--- src/rtl/uart_pkg.sv ---
// Constants, FSM encoding and elaboration-time helpers for the UART receive/transmit paths.
// No logic of its own: no latency and no backpressure.
package uart_pkg;

  localparam int PAR_NONE = 0;
  localparam int PAR_EVEN = 1;
  localparam int PAR_ODD  = 2;

  typedef enum logic [2:0] {
    ST_IDLE   = 3'd0,
    ST_START  = 3'd1,
    ST_DATA   = 3'd2,
    ST_PARITY = 3'd3,
    ST_STOP   = 3'd4
  } rx_state_t;

  // Nearest-integer clocks per oversample tick, never below 1.
  function automatic int calc_div(input int clk_freq, input int baud_rate, input int oversample);
    longint den;
    longint div;
    den = longint'(baud_rate) * longint'(oversample);
    div = (longint'(clk_freq) + den / 2) / den;
    if (div < 1) div = 1;
    return int'(div);
  endfunction

  function automatic logic maj3(input logic a, input logic b, input logic c);
    return (a & b) | (a & c) | (b & c);
  endfunction

endpackage

--- src/rtl/uart_baud_tick.sv ---
// Free-running oversample tick: one-cycle pulse every DIV clocks, first pulse DIV clocks after reset.
// Never stalls and takes no backpressure; it is not resynchronised to frame starts.
module uart_baud_tick
  import uart_pkg::*;
#(
  parameter int CLK_FREQ   = 50_000_000,
  parameter int BAUD_RATE  = 9600,
  parameter int OVERSAMPLE = 16
) (
  input  logic clk,
  input  logic reset,
  output logic tick
);

  localparam int DIV = calc_div(CLK_FREQ, BAUD_RATE, OVERSAMPLE);
  localparam int CW  = (DIV > 1) ? $clog2(DIV) : 1;
  localparam logic [CW-1:0] LAST = CW'(DIV - 1);

  logic [CW-1:0] r_cnt;
  logic          w_wrap;

  assign w_wrap = (r_cnt == LAST);
  assign tick   = w_wrap;

  always_ff @(posedge clk) begin
    if (!reset) begin
      r_cnt <= '0;
    end else begin
      r_cnt <= w_wrap ? '0 : r_cnt + CW'(1);
    end
  end

endmodule

--- src/rtl/uart_rx_os.sv ---
// Oversampling UART receiver with 3-sample majority vote; word valid the edge after the stop-bit decision.
// Holds rx_valid until rx_ready; frames finishing while a word is held are dropped and flagged as overrun.
module uart_rx_os
  import uart_pkg::*;
#(
  parameter int CLK_FREQ   = 50_000_000,
  parameter int BAUD_RATE  = 9600,
  parameter int OVERSAMPLE = 16,
  parameter int DATA_BITS  = 8,
  parameter int PARITY     = 1
) (
  input  logic                 clk,
  input  logic                 reset,
  input  logic                 rxd,
  output logic [DATA_BITS-1:0] rx_data,
  output logic                 rx_valid,
  input  logic                 rx_ready,
  output logic                 parity_error,
  output logic                 stop_error,
  output logic                 break_det,
  output logic                 overrun
);

  localparam int SCW = $clog2(OVERSAMPLE);
  localparam logic [SCW-1:0] SMP_A   = SCW'(OVERSAMPLE / 2 - 1);
  localparam logic [SCW-1:0] SMP_B   = SCW'(OVERSAMPLE / 2);
  localparam logic [SCW-1:0] SMP_C   = SCW'(OVERSAMPLE / 2 + 1);
  localparam logic [SCW-1:0] SC_LAST = SCW'(OVERSAMPLE - 1);
  localparam logic [3:0]     BIT_LAST = 4'(DATA_BITS - 1);

  logic                 w_tick;
  logic                 w_fall;
  logic                 w_maj;
  logic                 w_accept;
  logic                 w_done;
  logic                 w_xor;
  logic                 w_par_err;
  logic                 w_break;

  logic                 r_sync1;
  logic                 r_sync2;
  logic                 r_hist;
  logic                 r_armed;
  rx_state_t            r_state;
  logic [SCW-1:0]       r_sc;
  logic [3:0]           r_bitcnt;
  logic                 r_s0;
  logic                 r_s1;
  logic [DATA_BITS-1:0] r_shift;
  logic                 r_par_bit;
  logic [DATA_BITS-1:0] r_rx_data;
  logic                 r_rx_valid;
  logic                 r_par_err;
  logic                 r_stop_err;
  logic                 r_break;
  logic                 r_overrun;

  uart_baud_tick #(
    .CLK_FREQ   (CLK_FREQ),
    .BAUD_RATE  (BAUD_RATE),
    .OVERSAMPLE (OVERSAMPLE)
  ) u_tick (
    .clk   (clk),
    .reset (reset),
    .tick  (w_tick)
  );

  assign w_fall   = r_hist & ~r_sync2;
  assign w_maj    = maj3(r_s0, r_s1, r_sync2);
  assign w_accept = r_rx_valid & rx_ready;
  assign w_done   = w_tick && (r_sc == SMP_C) && (r_state == ST_STOP);
  assign w_xor    = ^{r_shift, r_par_bit};

  always_comb begin
    w_par_err = 1'b0;
    if (PARITY == PAR_EVEN) w_par_err = w_xor;
    else if (PARITY == PAR_ODD) w_par_err = ~w_xor;
  end

  // Break needs the stop sample itself to be low, hence w_maj rather than a stored bit.
  assign w_break = (r_shift == '0) && ((PARITY == PAR_NONE) || !r_par_bit) && !w_maj;

  always_ff @(posedge clk) begin
    if (!reset) begin
      r_sync1    <= 1'b1;
      r_sync2    <= 1'b1;
      r_hist     <= 1'b1;
      r_armed    <= 1'b1;
      r_state    <= ST_IDLE;
      r_sc       <= '0;
      r_bitcnt   <= '0;
      r_s0       <= 1'b1;
      r_s1       <= 1'b1;
      r_shift    <= '0;
      r_par_bit  <= 1'b0;
      r_rx_data  <= '0;
      r_rx_valid <= 1'b0;
      r_par_err  <= 1'b0;
      r_stop_err <= 1'b0;
      r_break    <= 1'b0;
      r_overrun  <= 1'b0;
    end else begin
      r_sync1 <= rxd;
      r_sync2 <= r_sync1;
      r_hist  <= r_sync2;
      if (r_sync2) r_armed <= 1'b1;

      if (r_state == ST_IDLE) begin
        if (w_fall && r_armed) begin
          r_state  <= ST_START;
          r_sc     <= '0;
          r_bitcnt <= '0;
        end
      end else if (w_tick) begin
        if (r_sc == SMP_A) r_s0 <= r_sync2;
        if (r_sc == SMP_B) r_s1 <= r_sync2;
        r_sc <= (r_sc == SC_LAST) ? '0 : r_sc + SCW'(1);

        if (r_sc == SMP_C) begin
          case (r_state)
            ST_START:  if (w_maj) r_state <= ST_IDLE;
            ST_DATA:   r_shift <= {w_maj, r_shift[DATA_BITS-1:1]};
            ST_PARITY: r_par_bit <= w_maj;
            default:   r_state <= ST_IDLE;
          endcase
        end else if (r_sc == SC_LAST) begin
          case (r_state)
            ST_START:  r_state <= ST_DATA;
            ST_DATA: begin
              if (r_bitcnt == BIT_LAST) r_state <= (PARITY != PAR_NONE) ? ST_PARITY : ST_STOP;
              else r_bitcnt <= r_bitcnt + 4'd1;
            end
            ST_PARITY: r_state <= ST_STOP;
            default:   r_state <= ST_IDLE;
          endcase
        end
      end

      if (w_accept) begin
        r_rx_valid <= 1'b0;
        r_overrun  <= 1'b0;
      end

      // A word accepted this cycle frees the holding register for the completing frame.
      if (w_done) begin
        if (!w_maj) r_armed <= 1'b0;
        if (!r_rx_valid || w_accept) begin
          r_rx_data  <= r_shift;
          r_par_err  <= w_par_err;
          r_stop_err <= !w_maj;
          r_break    <= w_break;
          r_rx_valid <= 1'b1;
        end else begin
          r_overrun <= 1'b1;
        end
      end
    end
  end

  assign rx_data      = r_rx_data;
  assign rx_valid     = r_rx_valid;
  assign parity_error = r_par_err;
  assign stop_error   = r_stop_err;
  assign break_det    = r_break;
  assign overrun      = r_overrun;

endmodule

--- config.mk ---
export PLATFORM = sky130hd
export DESIGN_NAME = uart_rx_os
export DESIGN_NICKNAME = d
export VERILOG_FILES = /design/src/rtl/uart_pkg.sv /design/src/rtl/uart_baud_tick.sv /design/src/rtl/uart_rx_os.sv
export SDC_FILE = /design/constraint.sdc
export NUM_CORES = 1
export LEC_CHECK = 0
export ABC_AREA = 1
export ABC_CLOCK_PERIOD_IN_PS = 1800
export CAP_MARGIN = 10
export CORE_AREA = 2 2 84 78
export DETAILED_ROUTE_END_ITERATION = 8
export DIE_AREA = 0 0 86 80
export MAX_ROUTING_LAYER = met4
export SETUP_SLACK_MARGIN = 0.15
export SLEW_MARGIN = 40
export SYNTH_ARGS = -nofsm -noshare
export SYNTH_HDL_FRONTEND = slang
export SYNTH_SLANG_ARGS = --single-unit
--- constraint.sdc ---
create_clock -name clk -period 1.8 [get_ports clk]
set_clock_uncertainty 0.05 [all_clocks]
set_input_delay 0.36 -clock clk [delete_from_list [all_inputs] [get_ports clk]]
set_output_delay 0.36 -clock clk [all_outputs]
set_load 0.02 [all_outputs]
==> flow_metrics.py, run 1 <==
metrics = {
    "worst_setup_path": {
        "critPathCapture": "rx_data[7]$_SDFFE_PN0P_",
        "end_kind": "flop",
        "worst_ep_required_time_ns": 1.95,
        "worstSetupStartpointType": "flop",
        "reg2reg_depth": 8,
        "path_class": "flop to flop",
        "timing.rr.end": "rx_data[7]$_SDFFE_PN0P_",
        "critPathMaxFanout": 20,
        "r2r_slack_ns": 0.26,
        "crit_arrival_ns": 1.69,
        "r2r_start": "r_sc[1]$_SDFFE_PN0P_",
        "crit_start": "r_sc[1]$_SDFFE_PN0P_",
    },
    "grt": {
        "grt_pass1_vias": 1761,
        "grt_max_degree": 29,
        "grt_use_total": 0.1457,
        "grt_remaining_overflow": 0,
        "antenna_found_initial": 0,
        "grt_pass1_wl_um": 7831,
    },
    "sta": {
        "layout_min_cycle_time_ns": 1.545,
        "fin_ws_ns": 0.2553,
        "worst_pin_slew_ns": 0.2876,
        "setup_viol": 0,
        "slew_viol_final": 0,
        "grt_setup_unrepaired": "yes",
        "tns_ns": 0,
        "maxSlewHeadroom": 0.8080,
        "max_freq_ghz": 0.6474,
        "finalHoldViolations": 0,
        "finalCritPeriodShare": 0.8582,
    },
    "place": {
        "placed_area_um2": 2564,
        "dp_slack_ns": 0.05943,
        "routabilityCongestion": 0.8490,
        "port_buffers": 16,
        "place_hpwl_um": 3234,
    },
    "synthesis": {
        "ys_types": 26,
        "ys.warnings.count": 0,
        "ys_seq_elements": 48,
        "syn_inst": 330,
        "syn_area_per_cell_um2": 7.029,
        "yosysSeqAreaShare": 0.4142,
        "synth_area_um2": 2320,
        "syn_nets": 340,
    },
    "cts": {
        "cts.sink_count": 48,
        "cts-root-buf": "clkbuf_8",
        "clock_tree.buffer_depth": 2,
        "cts_tree": "yes",
        "clock_latency_ns": 0.30,
        "cts_buffers": 5,
        "clk_pin_slew_ns": 0.09,
        "htreeDepth": 2,
    },
    "final_layout": {
        "layout_common_cells": "nand2_1, dfxtp_1, inv_1",
        "fin_nets": 364,
        "area_delta_synth_final_pct": 19.20,
        "n_fill_cell": 612,
        "drive_above_1_share": 0.1324,
        "antennaDiodeCount": 0,
        "final_common_cell": "nand2_1",
        "fin_area_um2": 2765,
    },
    "routing": {
        "vias_per_cell": 4.717,
        "wl_per_cell_um": 10.63,
        "wl_um": 4538,
        "vias": 2014,
        "route.detailed.drc": 0,
        "ant_nets": 0,
        "drt_iter0_drc": 94,
        "firstDrtPassIters": 4,
    },
    "pwr": {
        "p_per_area_nw_per_um2": 693.9,
        "peakVddDrop_v": 0.0003946,
        "leakage_nw": 1.231,
    },
    "floorplanning": {
        "die_h_um": 80,
        "rows": 27,
        "start_util": 0.3879,
        "die_area_um2": 6880,
        "core_area_um2": 5979,
        "ioPinCount": 17,
        "fp.dieW_um": 86,
    },
    "status": {
        "outcome": "completed",
    },
    "job": {
        "drv_cap": 0,
    },
    "hold_path": {
        "hp-class": "flop to flop",
    },
}
## registers in the layout, indices dropped and copies added (netlist names), 3 cells and up
name and flops:
r_shift 8, r_bitcnt 4, r_state 3, u_tick.r_cnt 9, r_sc 4, rx_data 8
## routing by layer
metal,share of wire,up-vias,GRT usage
li1,-,1102,-
met1,0.54,881,0.1961
met2,0.41,27,0.2171
met3,0.037,4,0.04033
met4,0.0088,0,0.03492
met5,0,-,-
## synth_stat cells, drive strengths merged
| cell | count | area (um2) |
|---|---|---|
| nor2 | 44 | 172.7 |
| or2 | 3 | 18.77 |
| xnor2 | 3 | 26.28 |
| clkbuf | 4 | 15.01 |
| dfxtp | 48 | 960.9 |
| nand3 | 22 | 130.1 |
| nor3 | 8 | 45.04 |
| nand4 | 4 | 25.02 |
| buf | 4 | 26.27 |
| xor2 | 5 | 43.79 |
| nor3b | 2 | 15.01 |
| a21oi | 32 | 160.2 |
| inv | 50 | 187.7 |
| nand2 | 66 | 265.3 |
| ha | 6 | 75.07 |
| o21ai | 27 | 138.9 |
| a31oi | 1 | 6.260 |
| o21a | 1 | 7.510 |
## area by class of cell
class / instances / area [um2] / area share
Sequential cell: 48 / 964.7 / 0.3489
Tap cell: 72 / 90.09 / 0.03258
Inverter: 50 / 190.2 / 0.06878
Timing Repair Buffer: 25 / 236.5 / 0.08552
Multi-Input combinational cell: 224 / 1190 / 0.4303
Clock buffer: 7 / 86.33 / 0.03122
Clock inverter: 1 / 7.507 / 0.002715
## worst min path at each step
stage / start / to / slack [ns] / depth (start not counted)
CTS: r_sync1$_SDFF_PN1_ / r_sync2$_SDFF_PN1_ / 0.39 / 1
finish: r_sync1$_SDFF_PN1_ / r_sync2$_SDFF_PN1_ / 0.39 / 1
global route: u_tick.r_cnt[0]$_SDFF_PP0_ / u_tick.r_cnt[0]$_SDFF_PP0_ / 0.40 / 1
detailed placement: r_sync1$_SDFF_PN1_ / r_sync2$_SDFF_PN1_ / 0.36 / 1
floorplan: r_sync1$_SDFF_PN1_ / r_sync2$_SDFF_PN1_ / 0.34 / 1
global placement: r_sync1$_SDFF_PN1_ / r_sync2$_SDFF_PN1_ / 0.35 / 1
## cells by family after synthesis
group           count (synthesis)  synth area share
compound gates                 61            0.1348
xor+xnor                        8           0.03021
fa+ha+maj                       6           0.03236
buf+inv                        58           0.09870
flops                          48            0.4142
simple gates                  149            0.2896
## repair_timing
item	CTS	global route
hold buffers	0	0
setup endpoints to repair	25	36
setup buffers	0	6
pin swaps	1	4
cloned	0	0
resized for setup	22	22
## power by group
part	leakage (nW)	switching, W	internal (W)
Sequential	0.390	0.0000171	0.00108
Combinational	0.797	0.0000997	0.0000583
Clock	0.0445	0.000352	0.000313
Total	1.23	0.000469	0.00145
## per-stage QoR
stage / cells / utilization / total power [W] / hold WS, ns
floorplan: 330 / - / 0.001227 / 0.3425
global placement: 413 / 0.4288 / 0.001261 / 0.3548
detailed placement: 413 / 0.4288 / 0.001261 / 0.3618
CTS: 421 / 0.4453 / 0.001929 / 0.3918
global route: 427 / 0.4624 / 0.002014 / 0.4033
finish: 427 / 0.4624 / 0.001919 / 0.3865
## critical path, stage by stage, from the launching register on
cell and delay (ns):
dfxtp_2 0.35, inv_2 0.07, ha_2 0.19, nand3_4 0.14, nor3_4 0.17, nand3_2 0.11
buf_12 0.17, o21ai_0 0.15, a21oi_1 0.05
Power figures use the tool's default switching activity.
==> inputs of run 2 (changes only) <==
- CORE_AREA: 2 2 84 78 -> 2 2 79 74
- DIE_AREA: 0 0 86 80 -> 0 0 81 76
==> run 2 against run 1 <==
Compared with the run above:
- sequential power barely moved
- first-iteration DRC count is 7.4% lower
- critical endpoint is now rx_data[3]$_SDFFE_PN0P_
- sequential share of layout area rose by 0.19 points
- largest power group unchanged
- cell area is 0.41% lower
- non-clock buffer count shrank 2
- clock-buffer cell count fell by 1
- critical path depth unchanged
- critical path type unchanged
==> flow_metrics.py, run 2 (synthesized netlist as in run 1, its figures left out) <==
metrics = {
    "status": {
        "outcome": "completed",
    },
    "routing": {
        "route.detailed.drc": 0,
        "vias": 1958,
        "wl_per_cell_um": 10.87,
        "drt_iter0_drc": 87,
        "wl_um": 4597,
        "firstDrtPassIters": 4,
        "vias_per_cell": 4.629,
        "ant_nets": 0,
    },
    "place": {
        "port_buffers": 16,
        "place_hpwl_um": 3262,
        "routabilityCongestion": 0.8180,
    },
    "sta": {
        "grt_setup_unrepaired": "no",
        "maxSlewHeadroom": 0.8018,
        "max_freq_ghz": 0.6402,
        "finalHoldViolations": 0,
        "layout_min_cycle_time_ns": 1.562,
        "worst_pin_slew_ns": 0.2969,
        "tns_ns": 0,
        "finalCritPeriodShare": 0.8678,
        "setup_viol": 0,
        "slew_viol_final": 0,
        "whs_ns": 0.3849,
    },
    "final_layout": {
        "antennaDiodeCount": 0,
        "fin_nets": 362,
        "regMostFlops": "u_tick.r_cnt",
        "layout_common_cells": "nand2_1, inv_1, dfxtp_1",
        "largest_reg_flops": 9,
        "area_delta_synth_final_pct": 18.72,
        "final_common_cell": "nand2_1",
        "drive_above_1_share": 0.1246,
    },
    "floorplanning": {
        "rows": 26,
        "die_h_um": 76,
        "core_area_um2": 5400,
        "ioPinCount": 17,
        "fp.dieW_um": 81,
        "start_util": 0.4296,
        "die_area_um2": 6156,
    },
    "pwr": {
        "power_switching_share": 0.2272,
        "p_seq_frac": 0.548,
        "p_per_area_nw_per_um2": 725.5,
        "internal_power_w": 0.001544,
        "leakage_nw": 1.250,
        "power.share.combinational": 0.076,
        "pwr-share-clk": 0.375,
        "peakVddDrop_v": 0.0004124,
        "power.switching_w": 0.0004541,
    },
    "hold_path": {
        "worstHoldStart": "u_tick.r_cnt[0]$_SDFF_PP0_",
        "hp-class": "flop to flop",
        "min_delay_worst_endpoint": "u_tick.r_cnt[0]$_SDFF_PP0_",
        "hold_depth": 1,
    },
    "cts": {
        "htreeDepth": 2,
        "cts_buffers": 5,
        "cts_tree": "yes",
        "cts-root-buf": "clkbuf_8",
        "clock_tree.buffer_depth": 2,
        "ctsHoldBuffers": 0,
        "cts.sink_count": 48,
        "clock_latency_ns": 0.30,
        "clk_pin_slew_ns": 0.09,
    },
    "grt": {
        "grt_pass1_vias": 1737,
        "grt_pass1_wl_um": 7728,
        "grt.met1_usage": 0.2341,
        "grt_remaining_overflow": 0,
        "antenna_found_initial": 0,
        "met3_usage": 0.03555,
        "grt-busiest-layer": "met1",
        "grt_max_degree": 29,
        "use_met2": 0.2248,
        "grt_use_total": 0.1620,
    },
    "worst_setup_path": {
        "r2r_slack_ns": 0.24,
        "path_class": "flop to flop",
        "r2r_start": "r_sc[1]$_SDFFE_PN0P_",
        "critPathMaxFanout": 20,
        "reg2reg_depth": 8,
        "worstSetupStartpointType": "flop",
        "crit_arrival_ns": 1.70,
        "end_kind": "flop",
        "worst_ep_required_time_ns": 1.94,
        "timing.rr.end": "rx_data[3]$_SDFFE_PN0P_",
    },
    "job": {
        "drv_cap": 0,
    },
}
[run 2: power by group through the flow]
| stage | Clock, W | Combinational, W | Sequential [W] |
|---|---|---|---|
| 6_report | 0.000750 | 0.000152 | 0.00110 |
| 5_1_grt | 0.000834 | 0.000175 | 0.00110 |
| 4_1_cts | 0.000782 | 0.000146 | 0.00110 |
| 3_5_place_dp | 0 | 0.000143 | 0.00112 |
| 3_3_place_gp | 0 | 0.000144 | 0.00112 |
| 2_1_floorplan | 0 | 0.000111 | 0.00112 |
[run 2: area by class of cell]
class | instances | area (um2)
fill | 545 | 2646
multi-input combinational | 224 | 1190
sequential | 48 | 965.9
timing repair buffer | 23 | 212.7
inverter | 50 | 190.2
tap | 70 | 87.58
clock buffer | 6 | 72.57
clock inverter | 2 | 35.03
[run 2: timing repair]
| item | in CTS | in global routing |
|---|---|---|
| endpoints found under the hold margin | 0 | 0 |
| buffers inserted | 0 | 2 |
| pin swaps | 0 | 5 |
| gates resized for setup | 15 | 22 |
| setup endpoints to repair | 22 | 31 |
[run 2: worst max-delay path: stages (launching register included)]
cell and delay [ns]:
dfxtp_2 0.34, inv_2 0.08, ha_4 0.14, nand3_4 0.13
nor3_4 0.22, nand3_2 0.11, buf_12 0.17, o21ai_0 0.14
a21oi_1 0.05
[run 2: metrics by stage]
step	area [um2]	total power [W]	worst slack (ns)	instances	utilization
final	2754	0.001998	0.2380	423	0.5100
after CTS	2683	0.002023	0.1508	421	0.4968
after floorplan	2320	0.001227	0.3353	330	-
after global routing	2754	0.002109	0.1353	423	0.5100
after detailed placement	2576	0.001263	0.1267	413	0.4771
after global placement	2576	0.001263	0.1271	413	0.4771
[run 2: how the worst max path moves through the flow]
stage                     slack, ns  cells past startpoint                  startpoint                         end
after global routing           0.14                      8  u_tick.r_cnt[5]$_SDFF_PP0_     r_state[0]$_SDFFE_PN0P_
final                          0.24                      8        r_sc[1]$_SDFFE_PN0P_     rx_data[3]$_SDFFE_PN0P_
after global placement         0.13                      7                       reset  u_tick.r_cnt[5]$_SDFF_PP0_
after detailed placement       0.13                      7                       reset  u_tick.r_cnt[5]$_SDFF_PP0_
after floorplan                0.34                      9  u_tick.r_cnt[0]$_SDFF_PP0_     r_shift[6]$_SDFFE_PN0P_
after CTS                      0.15                      1     rx_data[2]$_SDFFE_PN0P_                  rx_data[2]
[run 2: layer usage]
| metal | up-vias | routed length [um] |
|---|---|---|
| li1 | 1095 | - |
| met1 | 824 | 2529 |
| met2 | 31 | 1829 |
| met3 | 8 | 178 |
| met4 | 0 | 59 |
| met5 | - | 0 |
